File: src/rtl/mul_div_unit.sv
// mul_div_unit: iterative unsigned MUL/MULHU/DIVU/REMU unit. It takes register
// file operands on a start pulse, produces one result bit per cycle, and ends
// with a single-cycle register file write-back.
module mul_div_unit #(
    parameter int W = 32,
    parameter int D = 5
) (
    input  logic         CLK,
    input  logic         ResetN,
    input  logic         Start,
    input  logic [1:0]   Op,
    input  logic [W-1:0] opA,
    input  logic [W-1:0] opB,
    input  logic [D-1:0] destReg,
    output logic         Busy,
    output logic         Done,
    output logic         RegWrite,
    output logic [D-1:0] writeReg,
    output logic [W-1:0] writeValue
);

    localparam int CW = $clog2(W);
    localparam logic [CW-1:0] CNT_LAST = CW'(W - 1);

    localparam logic [1:0] OP_MUL   = 2'b00;
    localparam logic [1:0] OP_MULHU = 2'b01;
    localparam logic [1:0] OP_DIVU  = 2'b10;
    localparam logic [1:0] OP_REMU  = 2'b11;

    typedef enum logic [1:0] {
        ST_IDLE = 2'd0,
        ST_RUN  = 2'd1,
        ST_DONE = 2'd2
    } state_e;

    state_e         state_q, state_d;
    logic [CW-1:0]  cnt_q, cnt_d;
    logic [1:0]     op_q, op_d;
    logic [W-1:0]   a_q, a_d;
    logic [W-1:0]   b_q, b_d;
    logic [D-1:0]   dest_q, dest_d;
    // Multiply: {partial product high, multiplier/product low}.
    // Divide: low half holds dividend bits shifting out and quotient bits shifting in.
    logic [2*W-1:0] acc_q, acc_d;
    logic [W-1:0]   rem_q, rem_d;

    logic           busy_q, busy_d;
    logic           done_q, done_d;
    logic           regwrite_q, regwrite_d;
    logic [D-1:0]   writereg_q, writereg_d;
    logic [W-1:0]   writevalue_q, writevalue_d;

    logic [W:0]     sum_s;
    logic [W:0]     shifted_s;
    logic [W:0]     diff_s;
    logic           div0_s;
    logic [W-1:0]   res_s;

    // State, datapath and registered-output flops with synchronous active-low reset.
    always_ff @(posedge CLK) begin
        if (!ResetN) begin
            state_q      <= ST_IDLE;
            cnt_q        <= '0;
            op_q         <= 2'b00;
            a_q          <= '0;
            b_q          <= '0;
            dest_q       <= '0;
            acc_q        <= '0;
            rem_q        <= '0;
            busy_q       <= 1'b0;
            done_q       <= 1'b0;
            regwrite_q   <= 1'b0;
            writereg_q   <= '0;
            writevalue_q <= '0;
        end else begin
            state_q      <= state_d;
            cnt_q        <= cnt_d;
            op_q         <= op_d;
            a_q          <= a_d;
            b_q          <= b_d;
            dest_q       <= dest_d;
            acc_q        <= acc_d;
            rem_q        <= rem_d;
            busy_q       <= busy_d;
            done_q       <= done_d;
            regwrite_q   <= regwrite_d;
            writereg_q   <= writereg_d;
            writevalue_q <= writevalue_d;
        end
    end

    // Next-state and iteration counter; a divide by zero skips RUN entirely.
    always_comb begin
        state_d = state_q;
        cnt_d   = cnt_q;
        case (state_q)
            ST_IDLE: begin
                if (Start) begin
                    cnt_d = '0;
                    if (Op[1] && (opB == '0)) begin
                        state_d = ST_DONE;
                    end else begin
                        state_d = ST_RUN;
                    end
                end else begin
                    state_d = ST_IDLE;
                end
            end
            ST_RUN: begin
                if (cnt_q == CNT_LAST) begin
                    state_d = ST_DONE;
                end else begin
                    cnt_d = cnt_q + CW'(1);
                end
            end
            ST_DONE: begin
                state_d = ST_IDLE;
            end
            default: begin
                state_d = ST_IDLE;
                cnt_d   = '0;
            end
        endcase
    end

    // Operand capture plus one shift-add or restoring-divide step per RUN cycle.
    always_comb begin
        op_d   = op_q;
        a_d    = a_q;
        b_d    = b_q;
        dest_d = dest_q;
        acc_d  = acc_q;
        rem_d  = rem_q;

        sum_s     = {1'b0, acc_q[2*W-1:W]} + ({1'b0, a_q} & {(W+1){acc_q[0]}});
        shifted_s = {rem_q, acc_q[W-1]};
        diff_s    = shifted_s - {1'b0, b_q};

        if ((state_q == ST_IDLE) && Start) begin
            op_d   = Op;
            a_d    = opA;
            b_d    = opB;
            dest_d = destReg;
            rem_d  = '0;
            if (Op[1]) begin
                acc_d = {{W{1'b0}}, opA};
            end else begin
                acc_d = {{W{1'b0}}, opB};
            end
        end else if (state_q == ST_RUN) begin
            if (!op_q[1]) begin
                acc_d = {sum_s, acc_q[W-1:1]};
            end else if (!diff_s[W]) begin
                rem_d = diff_s[W-1:0];
                acc_d = {acc_q[2*W-1:W], acc_q[W-2:0], 1'b1};
            end else begin
                rem_d = shifted_s[W-1:0];
                acc_d = {acc_q[2*W-1:W], acc_q[W-2:0], 1'b0};
            end
        end else begin
            acc_d = acc_q;
        end
    end

    // Output values for the coming cycle; non-zero only while entering DONE.
    always_comb begin
        div0_s = op_d[1] && (b_d == '0);
        case (op_d)
            OP_MUL:   res_s = acc_d[W-1:0];
            OP_MULHU: res_s = acc_d[2*W-1:W];
            OP_DIVU:  res_s = div0_s ? {W{1'b1}} : acc_d[W-1:0];
            OP_REMU:  res_s = div0_s ? a_d : rem_d;
            default:  res_s = '0;
        endcase

        busy_d = (state_d != ST_IDLE);
        done_d = (state_d == ST_DONE);
        if (done_d) begin
            regwrite_d   = (dest_d != '0);
            writereg_d   = dest_d;
            writevalue_d = res_s;
        end else begin
            regwrite_d   = 1'b0;
            writereg_d   = '0;
            writevalue_d = '0;
        end
    end

    assign Busy       = busy_q;
    assign Done       = done_q;
    assign RegWrite   = regwrite_q;
    assign writeReg   = writereg_q;
    assign writeValue = writevalue_q;

endmodule

File: config.mk
export PLATFORM = sky130hd
export DESIGN_NAME = mul_div_unit
export DESIGN_NICKNAME = d
export VERILOG_FILES = /design/src/rtl/mul_div_unit.sv
export SDC_FILE = /design/constraint.sdc
export NUM_CORES = 1
export LEC_CHECK = 0
export ABC_AREA = 1
export CORE_MARGIN = 5
export CORE_UTILIZATION = 52
export CTS_CLUSTER_DIAMETER = 50
export DETAILED_ROUTE_END_ITERATION = 7
export DONT_BUFFER_PORTS = 1
export GPL_TIMING_DRIVEN = 0
export PLACE_DENSITY = 0.65
export SETUP_SLACK_MARGIN = 0.2
export SYNTH_ARGS = -nofsm -noshare
export SYNTH_HDL_FRONTEND = slang
export SYNTH_SLANG_ARGS = --single-unit
File: constraint.sdc
create_clock -name CLK -period 4.95 [get_ports CLK]
set_input_delay 0.495 -clock CLK [delete_from_list [all_inputs] [get_ports CLK]]
set_output_delay 0.495 -clock CLK [all_outputs]
set_load 0.02 [all_outputs]
==> out/metrics.yaml, run 1 <==
clk_pin_slew_ns: 0.06
worstSetupStartpointType: "flop"
globalplace.congestion: 0.991
rows: 61
fin_crit_ns: 4.16
path_delay_family: "simple AND/OR/NAND/NOR gates"
worst_slack_ns: 0.786
dp_cells: 2773
die_h_microns: 178
cp_max_fo: 10
cts_inserted_buffers: 27
rsz0062_at_grt: "no"
core-area_sq_um: 27900
cts.htree.levels: 1
worst_hold_slack_ns: 0.103
worst_pin_slew_ns: 1.08
synthesis.nets: 2537
grt_pass1_vias: 15000
cts.sinks: 214
leakagePower_nw: 7.87
syn_area_sq_um: 14700
stdcell_area_sq_um: 16100
drt-pass1-iter-count: 6
crit_arrival_ns: 4.61
drtAntennaViolNets: 0
worst_setup_path_end_kind: "flop"
drc_errors: 0
synth_top_area_share_pct: 29.1
yosys-top-cells-area: "dfxtp_1 29%, nand2_1 16%, nor2_1 8.5%"
hold_viol: 0
grt_use_total_pct: 35.7
p_sw_w: 0.00169
area_delta_synth_final_pct: 9.41
instances_no_fill: 2819
comb_power_share_pct: 23.8
finalSetupTns_ns: 0
pre_cts_ws_ns: 0.966
reg2reg_from: "acc_q[0]$_SDFF_PN0_"
hpwl_microns: 47400
cts_tree: "done"
slew_viol_final: 0
antenna_found_initial: 0
grt_max_degree: 13
clk_path_buf_depth: 3
drt-total-wl_microns: 58300
seqPwrFrac_pct: 36.1
io-pin-count: 114
crit_type: "flop to flop"
insertion_delay_ns: 0.54
postCtsHoldBufs: 0
clock_skew_ns: 0.0161
path_common_cell: "nand2_1"
vias: 16300
rrSetupSlack_ns: 0.79
rr_worst_depth: 19
cts_resized: 0
die-area_sq_um: 31800
cp_slowest_cell: "o21ai_0"
setup_violations: 0
outcome: "finished, final reports clean"
crit_buf_inv: 4
synth_enable_flop_cells: 0
synth_flop_cell: "dfxtp_1"
post-cts-setup-buffers: 0
critPathMaxStageDelay_ns: 0.55
nets: 2566
critPathRequiredTime_ns: 5.39
synth_top_cells_by_count: "634 x nand2_1, 332 x nor2_1, 303 x inv_1"
vdd_drop_max_mv: 0.268
p_int_w: 0.00343
post_drt_via_cell_ratio: 5.78
final_layout_size_suffix_gt1_share_pct: 4.79
antenna_cells: 0
period_share_pct: 84.1
grt_overflow: 0
endpoint: "writeValue[31]$_SDFF_PN0_"
die_w_microns: 178
cellPowerDensity_nw_per_um2: 317
startpoint: "acc_q[0]$_SDFF_PN0_"
slew_headroom_pct: 27.8
synth.most_common_cell: "nand2_1"
crit_chain: "clkbuf_1 -> clkbuf_1 -> nand2_1 -> inv_1 -> ha_1 -> inv_1 -> fa_1 -> o21ai_0 -> and2_1 -> nor2_1 -> o21ai_0 -> nand2_1 -> nand2_1 -> nand2_1 -> nand2_1 -> nand3_1 -> nand2_1 -> a21oi_1 -> nor2_1"
synth.distinct_cells: 42
clockRootBuffer: "clkbuf_16"
syn_area_per_cell_sq_um: 6.15
drtIter0Drc: 2110
n_fill_cell: 2828
grt_pass1_wl_microns: 86700
yosys_register_bits: 214
fmax_mhz: 240
wire_per_inst_microns: 20.7
place_area_sq_um: 15200
holdCritPathClass: "primary input to flop"
clkPwrFrac_pct: 40.1
portBuffers: 0
r2r-end: "writeValue[31]$_SDFF_PN0_"
ys_warn_count: 0
start_util_pct: 52.9
ys_seq_area_share_pct: 29.1
drv_cap: 0
p_sw_share_pct: 33.0
async_reset_ff_share_pct: 0
syn_inst: 2395
path_depth: 19
synth_area_leader_cell: "dfxtp_1"
-- power by group through the flow --
stage | clock network [W] | registers, W | logic [W]
2_1_floorplan | 0 | 0.00187 | 0.000831
3_3_place_gp | 0 | 0.00188 | 0.00116
3_5_place_dp | 0 | 0.00188 | 0.00116
4_1_cts | 0.00205 | 0.00185 | 0.00117
5_1_grt | 0.00213 | 0.00185 | 0.00133
6_report | 0.00205 | 0.00185 | 0.00122
-- final cells by class --
class                           instances  area (sq um)  share of cell area (%)
Multi-Input combinational cell       1768          8820                    54.7
Sequential cell                       214          4280                    26.6
Inverter                              310          1160                    7.22
Clock buffer                           36           749                    4.65
Tap cell                              378           473                    2.93
Buffer                                103           472                    2.93
Clock inverter                         10           164                    1.02
-- state kept, by name, indices dropped and copies added, names as in the netlist --
signal	flops
dest_q	5
acc_q	64
rem_q	32
op_q	2
RegWrite	1
state_q	2
Busy	1
writeValue	32
cnt_q	5
Done	1
writeReg	5
a_q	32
b_q	32
-- per-layer routing --
metal  wire length [microns]  GRT usage [%]  part of all wire (%)  vias to the layer above
met4                    1830           9.53                   3.1                        0
met5                       0              0                     0                        -
met1                   25800           51.4                    44                     7480
li1                        -              -                     -                     7760
met2                   23200           52.0                    40                      938
met3                    7530           10.4                    13                      119
-- per-stage QoR --
stage	utilization (%)	total power, W
3_3_place_gp	54.6	0.00304
2_1_floorplan	-	0.00270
6_report	57.9	0.00512
3_5_place_dp	54.6	0.00305
4_1_cts	57.9	0.00507
5_1_grt	57.9	0.00532
-- worst reg2reg max path, stage by stage (launching register included) --
cell      delay (ns)
dfxtp_1         0.31
clkbuf_1        0.45
clkbuf_1        0.37
nand2_1         0.09
inv_1           0.07
ha_1            0.16
inv_1           0.06
fa_1            0.43
o21ai_0         0.55
and2_1          0.24
nor2_1          0.07
o21ai_0         0.40
nand2_1         0.22
nand2_1         0.12
nand2_1         0.06
nand2_1         0.08
nand3_1         0.09
nand2_1         0.08
a21oi_1         0.04
nor2_1          0.18
-- how the worst min path moves through the flow --
stage               cells after the start                   from               endpoint
global placement                        2  cnt_q[4]$_SDFFE_PN0P_  cnt_q[4]$_SDFFE_PN0P_
detailed placement                      2  cnt_q[4]$_SDFFE_PN0P_  cnt_q[4]$_SDFFE_PN0P_
floorplan                               2  cnt_q[4]$_SDFFE_PN0P_  cnt_q[4]$_SDFFE_PN0P_
global route                            1                 ResetN  cnt_q[0]$_SDFFE_PN0P_
finish                                  1                 ResetN  cnt_q[0]$_SDFFE_PN0P_
CTS                                     1                 ResetN  cnt_q[0]$_SDFFE_PN0P_
-- placed cells by master (no fill, tap or decap), types with 5 or more instances in the layout --
cell type  count
buf_6          5
nand4_1       25
o21bai_1       7
o21ai_0      125
o221ai_1      28
nor3_1        11
clkbuf_16     27
a21o_1        10
buf_2         28
nor4_1        11
xnor2_1       13
o211ai_1       8
mux2i_1       33
dfxtp_1      214
inv_2          7
or2_2         25
xor2_1        17
o21a_1        21
nor2_1       332
o21ai_1        5
nand3_1      156
clkbuf_1      62
a21oi_1      209
nand2_1      634
nand3b_1       7
inv_1        303
buf_1          9
ha_1          66
-- logic make-up after synthesis --
family          Yosys count  synth area share [%]
flops                   214                  29.1
xor+xnor                 30                  1.78
simple gates           1213                  33.8
compound gates          424                  16.1
mux                      33                  2.24
fa+ha+maj                68                  5.87
buf+inv                 413                  11.1
Note: power is estimated with default switching activity, not from simulation.
==> run 2, diff against run 1 <==
clock period = 4.35 ns   (was 4.95 ns; I/O delays follow)
==> out/metrics.yaml, run 2 (same netlist as run 1, synthesis figures left out) <==
reg2reg_from: "acc_q[0]$_SDFF_PN0_"
cp_slowest_cell: "fa_1"
startpoint: "acc_q[0]$_SDFF_PN0_"
crit_type: "flop to flop"
rr_worst_depth: 19  # unchanged
n_fill_cell: 2828  # unchanged
layout_common_cells: "634 x nand2_1, 332 x nor2_1, 303 x inv_1"
cellPowerDensity_nw_per_um2: 361  # +14%
grt_pass1_wl_microns: 86700  # unchanged
rsz0062_at_grt: "no"
slew_viol_final: 0  # unchanged
drv_cap: 0  # unchanged
clk_pin_slew_ns: 0.06  # about the same
vias: 16300  # +0.23%
start_util_pct: 52.9  # unchanged
largest-register: "acc_q"
crit_buf_inv: 4  # unchanged
worstSetupStartpointType: "flop"
die_h_microns: 178  # unchanged
r2r-end: "writeValue[31]$_SDFF_PN0_"
fin_crit_ns: 3.73  # -0.437 ns
largest_reg_flops: 64  # unchanged
drt-pass1-iter-count: 8  # +2
stdcell_area_sq_um: 16100  # about the same
seqPwrFrac_pct: 36.1  # about the same
crit_chain: "clkbuf_2 -> clkbuf_1 -> nand2_1 -> inv_1 -> ha_1 -> inv_1 -> fa_1 -> o21ai_1 -> and2_1 -> nor2_1 -> o21ai_0 -> nand2_1 -> nand2_1 -> nand2_1 -> nand2_1 -> nand3_1 -> nand2_1 -> a21oi_1 -> nor2_1"
comb_power_share_pct: 23.8  # about the same
critPathRequiredTime_ns: 4.79  # -0.60 ns
worst_setup_path_end_kind: "flop"
drc_errors: 0  # unchanged
cp_max_fo: 10  # unchanged
clkPwrFrac_pct: 40.1  # about the same
clock_skew_ns: 0.0136  # -0.00255 ns
dp_cells: 2773  # unchanged
rrSetupSlack_ns: 0.62  # -0.16 ns
slew_headroom_pct: 28.9  # +1.1 points
grt_max_degree: 13  # unchanged
cts_inserted_buffers: 27  # unchanged
clk_path_buf_depth: 3  # unchanged
clockRootBuffer: "clkbuf_16"
worst_hold_slack_ns: 0.0382  # -0.0647 ns
cts_tree: "done"
postCtsHoldBufs: 0  # unchanged
layout_commonest_cell: "nand2_1"
period_share_pct: 85.7  # +1.6 points
drt-total-wl_microns: 58400  # about the same
endpoint: "writeValue[31]$_SDFF_PN0_"
cts.htree.levels: 1  # unchanged
leakagePower_nw: 7.87  # about the same
grt_overflow: 0  # unchanged
io-pin-count: 114  # unchanged
hold_viol: 0  # unchanged
fmax_mhz: 268  # +12%
nets: 2566  # unchanged
path_delay_family: "simple AND/OR/NAND/NOR gates"
crit_arrival_ns: 4.17  # -0.44 ns
path_common_cell: "nand2_1"
grt_pass1_vias: 15000  # unchanged
critPathMaxStageDelay_ns: 0.43  # -0.12 ns
antenna_cells: 0  # unchanged
grt_use_total_pct: 35.7  # unchanged
drtIter0Drc: 2103  # -0.33%
post-cts-setup-buffers: 0  # unchanged
cts.sinks: 214  # unchanged
globalplace.congestion: 0.991  # unchanged
antenna_found_initial: 0  # unchanged
instances_no_fill: 2819  # unchanged
rows: 61  # unchanged
p_sw_w: 0.00192  # +14%
p_sw_share_pct: 33.0  # about the same
setup_violations: 0  # unchanged
die-area_sq_um: 31800  # unchanged
worst_pin_slew_ns: 1.07  # -0.0161 ns
p_int_w: 0.00390  # +14%
portBuffers: 0  # unchanged
die_w_microns: 178  # unchanged
hpwl_microns: 47400  # unchanged
outcome: "finished, final reports clean"
insertion_delay_ns: 0.54  # about the same
path_depth: 19  # unchanged
drtAntennaViolNets: 0  # unchanged
area_delta_synth_final_pct: 9.42  # about the same
holdCritPathClass: "primary input to flop"
final_layout_size_suffix_gt1_share_pct: 4.83  # +0.041 points
place_area_sq_um: 15200  # unchanged
core-area_sq_um: 27900  # unchanged
finalSetupTns_ns: 0  # unchanged
post_drt_via_cell_ratio: 5.79  # +0.23%
wire_per_inst_microns: 20.7  # about the same
vdd_drop_max_mv: 0.305  # +14%
-- run 2: cell counts in the layout (fill, tap and decap cells not counted) --
Identical to the previous run, type by type.
-- run 2: worst min-delay path by stage --
| stage | start | to | slack [ns] | depth (start not counted) |
|---|---|---|---|---|
| after global routing | ResetN | cnt_q[0]$_SDFFE_PN0P_ | 0.04 | 1 |
| after CTS | ResetN | cnt_q[0]$_SDFFE_PN0P_ | 0.04 | 1 |
| after global placement | cnt_q[4]$_SDFFE_PN0P_ | cnt_q[4]$_SDFFE_PN0P_ | 0.46 | 2 |
| after detailed placement | cnt_q[4]$_SDFFE_PN0P_ | cnt_q[4]$_SDFFE_PN0P_ | 0.47 | 2 |
| after floorplan | cnt_q[4]$_SDFFE_PN0P_ | cnt_q[4]$_SDFFE_PN0P_ | 0.45 | 2 |
| final | ResetN | cnt_q[0]$_SDFFE_PN0P_ | 0.04 | 1 |
-- run 2: stage by stage --
| stage | setup WS [ns] | util [%] | power (W) |
|---|---|---|---|
| global route | 0.369 | 57.9 | 0.00605 |
| finish | 0.622 | 57.9 | 0.00582 |
| floorplan | 1.41 | - | 0.00308 |
| global placement | 0.429 | 54.6 | 0.00346 |
| detailed placement | 0.366 | 54.6 | 0.00347 |
| CTS | 0.336 | 57.9 | 0.00577 |
-- run 2: metal layers --
metal / share of wire (%) / vias up / track usage (%) / routed length, microns
met5: 0 / - / 0 / 0
met4: 3.0 / 0 / 9.53 / 1770
met3: 13 / 116 / 10.4 / 7600
met2: 40 / 977 / 52.0 / 23300
met1: 44 / 7480 / 51.4 / 25700
li1: - / 7761 / - / -
-- run 2: area by class of cell --
type / instances / area, sq um / share of cell area (%)
Buffer: 103 / 473 / 2.93
Clock buffer: 36 / 749 / 4.65
Clock inverter: 10 / 164 / 1.02
Inverter: 310 / 1160 / 7.22
Multi-Input combinational cell: 1768 / 8820 / 54.7
Sequential cell: 214 / 4280 / 26.6
Tap cell: 378 / 473 / 2.93
-- run 2: timing repair --
item / 4_1_cts / 5_1_grt
gates resized for setup: 0 / 3
setup endpoints to repair: 0 / 5
endpoints found under the hold margin: 0 / 0
-- run 2: power groups by stage --
stage                     registers [W]  logic, W  clock network [W]
after detailed placement        0.00214   0.00133                  0
after floorplan                 0.00213  0.000945                  0
after CTS                       0.00210   0.00133            0.00234
after global routing            0.00211   0.00152            0.00243
final                           0.00210   0.00138            0.00234
after global placement          0.00214   0.00132                  0
